--- config.mk ---
export PLATFORM = sky130hd
export DESIGN_NAME = serial_adder
export DESIGN_NICKNAME = d
export VERILOG_FILES = /design/src/rtl/serial_adder.sv
export SDC_FILE = /design/constraint.sdc
export NUM_CORES = 1
export LEC_CHECK = 0
export BUFFER_PORTS_ARGS = -buffer_cell sky130_fd_sc_hd__buf_4
export CORE_MARGIN = 2
export CORE_UTILIZATION = 40
export DETAILED_ROUTE_END_ITERATION = 7
export PLACE_DENSITY = 0.73
export SLEW_MARGIN = 20
export SYNTH_ARGS = -nofsm -noshare
export SYNTH_HDL_FRONTEND = slang
export SYNTH_SLANG_ARGS = --single-unit
--- constraint.sdc ---
create_clock -name clk -period 1.51 [get_ports clk]
set_input_delay 0.0755 -clock clk [delete_from_list [all_inputs] [get_ports clk]]
set_output_delay 0.0755 -clock clk [all_outputs]
set_load 0.05 [all_outputs]
--- src/rtl/serial_adder.sv ---
// Bit-serial adder/subtractor: one full-adder cell and a carry flip-flop walk
// two WIDTH-bit operands LSB-first, framed by a start/busy/done handshake.
module serial_adder #(
    parameter int unsigned WIDTH = 8
) (
    input  logic             clk,
    input  logic             rst,
    input  logic             start,
    input  logic             sub,
    input  logic [WIDTH-1:0] a,
    input  logic [WIDTH-1:0] b,
    input  logic             cin,
    output logic             busy,
    output logic             done,
    output logic [WIDTH-1:0] sum,
    output logic             cout,
    output logic             ovf
);

    localparam int unsigned    CW   = (WIDTH > 1) ? $clog2(WIDTH) : 1;
    localparam logic [CW-1:0]  LAST = CW'(WIDTH - 1);

    typedef enum logic [1:0] {
        S_IDLE,
        S_ADD,
        S_DONE
    } state_t;

    state_t           state_q, state_d;
    logic [WIDTH-1:0] a_q, a_d;
    logic [WIDTH-1:0] b_q, b_d;
    logic [WIDTH-1:0] sum_q, sum_d;
    logic [CW-1:0]    cnt_q, cnt_d;
    logic             carry_q, carry_d;
    logic             cout_q, cout_d;
    logic             ovf_q, ovf_d;
    logic             bit_s, bit_c;

    always_comb begin
        bit_s   = a_q[0] ^ b_q[0] ^ carry_q;
        bit_c   = (a_q[0] & b_q[0]) | (a_q[0] & carry_q) | (b_q[0] & carry_q);

        state_d = state_q;
        a_d     = a_q;
        b_d     = b_q;
        sum_d   = sum_q;
        cnt_d   = cnt_q;
        carry_d = carry_q;
        cout_d  = cout_q;
        ovf_d   = ovf_q;

        case (state_q)
            S_IDLE, S_DONE: begin
                state_d = S_IDLE;
                if (start) begin
                    state_d = S_ADD;
                    a_d     = a;
                    b_d     = sub ? ~b : b;
                    carry_d = sub ? 1'b1 : cin;
                    cnt_d   = '0;
                end
            end
            S_ADD: begin
                // Result bits shift into A's vacated MSB side, so A ends up
                // holding the full result without a separate shift register.
                a_d     = {bit_s, a_q[WIDTH-1:1]};
                b_d     = {1'b0, b_q[WIDTH-1:1]};
                carry_d = bit_c;
                cnt_d   = cnt_q + 1'b1;
                if (cnt_q == LAST) begin
                    sum_d   = {bit_s, a_q[WIDTH-1:1]};
                    cout_d  = bit_c;
                    ovf_d   = carry_q ^ bit_c;
                    cnt_d   = '0;
                    state_d = S_DONE;
                end
            end
            default: state_d = S_IDLE;
        endcase

        busy = (state_q == S_ADD);
        done = (state_q == S_DONE);
        sum  = sum_q;
        cout = cout_q;
        ovf  = ovf_q;
    end

    always_ff @(posedge clk) begin
        if (rst) begin
            state_q <= S_IDLE;
            a_q     <= '0;
            b_q     <= '0;
            sum_q   <= '0;
            cnt_q   <= '0;
            carry_q <= 1'b0;
            cout_q  <= 1'b0;
            ovf_q   <= 1'b0;
        end else begin
            state_q <= state_d;
            a_q     <= a_d;
            b_q     <= b_d;
            sum_q   <= sum_d;
            cnt_q   <= cnt_d;
            carry_q <= carry_d;
            cout_q  <= cout_d;
            ovf_q   <= ovf_d;
        end
    end

endmodule

# Yosys cells after proc, flatten, opt, wreduce, memory -nomap -nowiden
# Index checks and enable logic that the tools add are counted.
# totals
ff_bits	32
out_inout_bits	12
# op_classes
muxes	14
n_bitwise	9
eq_ne	5
n_reduce_logical	5
addsub	1
# ops
op	count
$pmux W8 S2	2
$mux W8	3
$not A8 Y8	1
$mux W3	2
$pmux W3 S2	1
$pmux W2 S2	1
$reduce_and A2 Y1	2
$add A3 B1 Y3 const B	1
$and A1 B1 Y1	3
$eq A3 B3 Y1 const B	1
$mux W1	3
$xor A1 B1 Y1	3
$eq A2 B1 Y1 const B	1
$eq A2 B2 Y1 const B	1
$logic_not A2 Y1	1
$mux W2	1
$ne A2 B1 Y1 const B	1
$ne A2 B2 Y1 const B	1
$or A1 B1 Y1	2
$pmux W1 S2	1
$reduce_bool A2 Y1	1
$reduce_or A2 Y1	1

# Logic depth before layout (Yosys ltp)
# logic_depth
depth_word	4
mapped_depth	6
depth_no_buf	5

# Worst setup path after synthesis
# OpenSTA, ideal clock, no wires.
# synth_path
kind	register -> register
from	reg cnt_q[0]
to	reg ovf_q (netlist: ovf)
stages_incl_launch_ff	6
slack_ps	233
t_arrival_ps	1192
cell_sequence	dfxtp_1 ha_1 ha_1 and3b_1 buf_2 a211oi_1
# synth_between
elab_chain_len	2
# synth_rtl
element	line_no	text
start, declared	33	logic [CW-1:0] cnt_q, cnt_d;
start signal, assigned	103	cnt_q <= cnt_d;
$eq A3 B3 Y1	70	if (cnt_q == LAST) begin
$reduce_and A2 Y1 (no source line)	n/a	
end signal, assigned	106	ovf_q <= ovf_d;
end, declared	36	logic ovf_q, ovf_d;
# Every way passes these cells.
# A chain may end at the register's enable or synchronous reset.

# Worst setup path in the final report
# layout_path
from	reg state_q[1]
to	out busy
# layout_between
elab_chain_len	1
# layout_rtl
element	line_no	text
start, declared	29	state_t state_q, state_d;
start signal, assigned	99	state_q <= state_d;
$eq A2 B1 Y1	81	busy = (state_q == S_ADD);
end, declared	13	output logic busy,
# Every way passes these cells.

==> flow_summary.yaml <==
outcome:
  outcome: "completed"
final_layout:
  drive_above_1_share_pct: 25.8
  nets: 213
  n_fill_cell: 333
  regArea_sq_um: 643
  syn2layout_area_growth_pct: 26.6
  multi_input_area_sq_um: 656
  layout_common_cells: "37 x buf_4, 30 x dfxtp_1, 27 x a21oi_1, 22 x nand2_1, 19 x nand3_1"
  diodes: 0
  final_common_cell: "buf_4"
drt:
  dr.pass1.iters: 4
  vias_per_cell: 5.23
  routed_wl_um: 3010
  vias: 1234
  drc: 0
  wl_per_cell_um: 12.7
  antenna_left: 0
  dr.first_iter.drc_count: 72
floorplan:
  std_cell_rows: 21
  die_w_um: 62.4
  dieArea_sq_mm: 0.00390
  initial_core_util_pct: 41.3
  die_h_um: 62.4
  num_io_pins: 33
  core-area_sq_mm: 0.00331
place:
  numPortBuffers: 32
  gp_congestion: 0.733
  dp_hpwl_um: 2020
clock_tree:
  cts.sinks: 32
  cts-root-buf: "clkbuf_4"
  cts_htree_levels: 2
  cts_made_buffers: 5
  clk_pin_slew_ps: 100
  cts_tree: "built"
  cts_buffer_depth: 2
  clock_latency_ps: 340
setup_path:
  crit_path_max_incr_delay_ps: 400
  start_kind: "register"
  cp.arrival_ps: 1320
  worstPathRequired_ps: 1430
  worstSetupPathType: "register to output port"
  reg2regPathDepth: 5
  slowest_stage: "dfxtp_1"
  crit_chain: "nand2b_4 -> clkinv_4 -> buf_4"
  worst-path-max-fanout: 19
  path_buf_inv: 2
  crit_cells: 3
  path_delay_family: "flip-flops"
  critPathCaptureType: "output port"
timing:
  worst_pin_slew_ps: 318
  final.setup.tns_ps: 0
  skew_ps: 8.02
  fmax_mhz: 719
  setup_viol: 0
  timing.slew.headroom_pct: 78.8
  finalHoldViolCount: 0
  finalCriticalPeriod_ps: 1390
  grt_setup_unrepaired: "no"
  final_max_slew_viol_count: 0
  layout_worst_path_cycle_share_pct: 92.1
  holdWs_ps: 10.0
logic_synthesis:
  syn_inst: 156
  syn_nets: 180
  seq_area_frac_synth_pct: 46.9
  synthArstFlopShare_pct: 0
  synth.avg_cell_area_sq_um: 8.76
  ys_types: 25
  synth_warnings: 0
  synth_edf_count: 0
  ys_ff_latch: 32
  synth_flop_cell: "dfxtp_1"
  synth_area_sq_mm: 0.00137
power:
  ir_worst_vdd_mv: 0.321
  powerDensity_mw_per_mm2: 1030
  p_leak_nw: 0.682
global_routing:
  grt_max_degree: 33
  grt_pass1_wl_um: 4970
  grt_overflow: 0
  antenna_found_initial: 0
  grt_pass1_vias: 1135
  grtUsageTotal_pct: 16.3
worst_hold_path:
  hp-class: "input pin to register"
  hold_depth: 3
job:
  maxCapViolCount: 0
==> worst min-delay path, stage by stage <==
cell     delay, ps
buf_4           70
a22oi_1         50
a21oi_1        110
==> worst paths after layout <==
kind,start,end,slack [ps]
worst max-delay path,state_q[1]$_SDFFE_PP0P_,busy,120
worst min-delay path,a[4],a_q[4]$_SDFFE_PP0P_,10
worst max register to register,cnt_q[0]$_SDFFE_PP0P_,ovf$_SDFFE_PP0P_,140
worst min register to register,sum[6]$_SDFFE_PP0P_,sum[6]$_SDFFE_PP0P_,460
==> where the power goes <==
| part | leakage (nW) | switching (W) | internal (W) | total (W) |
|---|---|---|---|---|
| Clock | 0.0422 | 0.000288 | 0.000347 | 0.000635 |
| Combinational | 0.378 | 0.000128 | 0.000108 | 0.000237 |
| Sequential | 0.262 | 0.0000311 | 0.000886 | 0.000917 |
| Total | 0.682 | 0.000448 | 0.00134 | 0.00179 |
==> logic make-up after synthesis <==
family                     Yosys count  share of synthesized area [%]
buffers and inverters               13                           5.59
and+or+nand+nor                     52                           17.9
xor gates and xnor gates             9                           5.77
AOI/OAI and AO/OA                   47                           20.5
adders and majority gates            3                           3.30
DFF                                 32                           46.9
==> per-layer routing <==
layer | vias up | routed length, um | global-route usage [%]
li1 | 613 | - | -
met2 | 40 | 1540 | 28.0
met4 | 0 | 48 | 8.06
met1 | 576 | 1200 | 17.1
met3 | 5 | 216 | 7.03
met5 | - | 0 | 0
==> through the flow <==
stage               util [%]  cells  area, sq um  power [W]  setup slack (ps)
floorplan                  -    156         1370    0.00109               233
global placement        49.1    226         1620    0.00116               123
detailed placement      49.1    226         1620    0.00117              36.7
CTS                     51.4    234         1700    0.00179              2.40
global route            52.2    236         1730    0.00189              26.3
finish                  52.2    236         1730    0.00179               119
==> repair_timing <==
item | 4_1_cts | 5_1_grt
endpoints found under the setup margin | 0 | 11
setup buffers | 0 | 1
hold buffers | 0 | 1
gates resized for setup | 0 | 6
hold endpoints to repair | 0 | 1
==> Yosys cell counts, drive strengths merged, types with 2 or more instances <==
master  count  area, sq um
a21oi      27          135
a31oi       2         12.5
xor2        8         70.1
nor2b       2         12.5
nand2      22         82.6
nand2b      2         15.0
nor2        4         15.0
ha          2         25.0
buf         9         58.8
a22oi      15          113
dfxtp      32          641
nand3      19         95.1
clkbuf      3         11.3
==> sequential cells by signal, indices dropped and copies added, names as in the netlist <==
signal and cells:
carry_q 1, cout 1, a_q 8, ovf 1
cnt_q 3, b_q 8, sum 8, state_q 2
==> layout make-up <==
class	instances	share of cell area, %
timing repair buffer	38	16.6
clock inverter	2	2.03
multi-input combinational	111	37.9
sequential	32	37.2
inverter	1	0.507
clock buffer	6	2.39
tap	46	3.33
No activity file was read; power rests on OpenSTA's default activity.
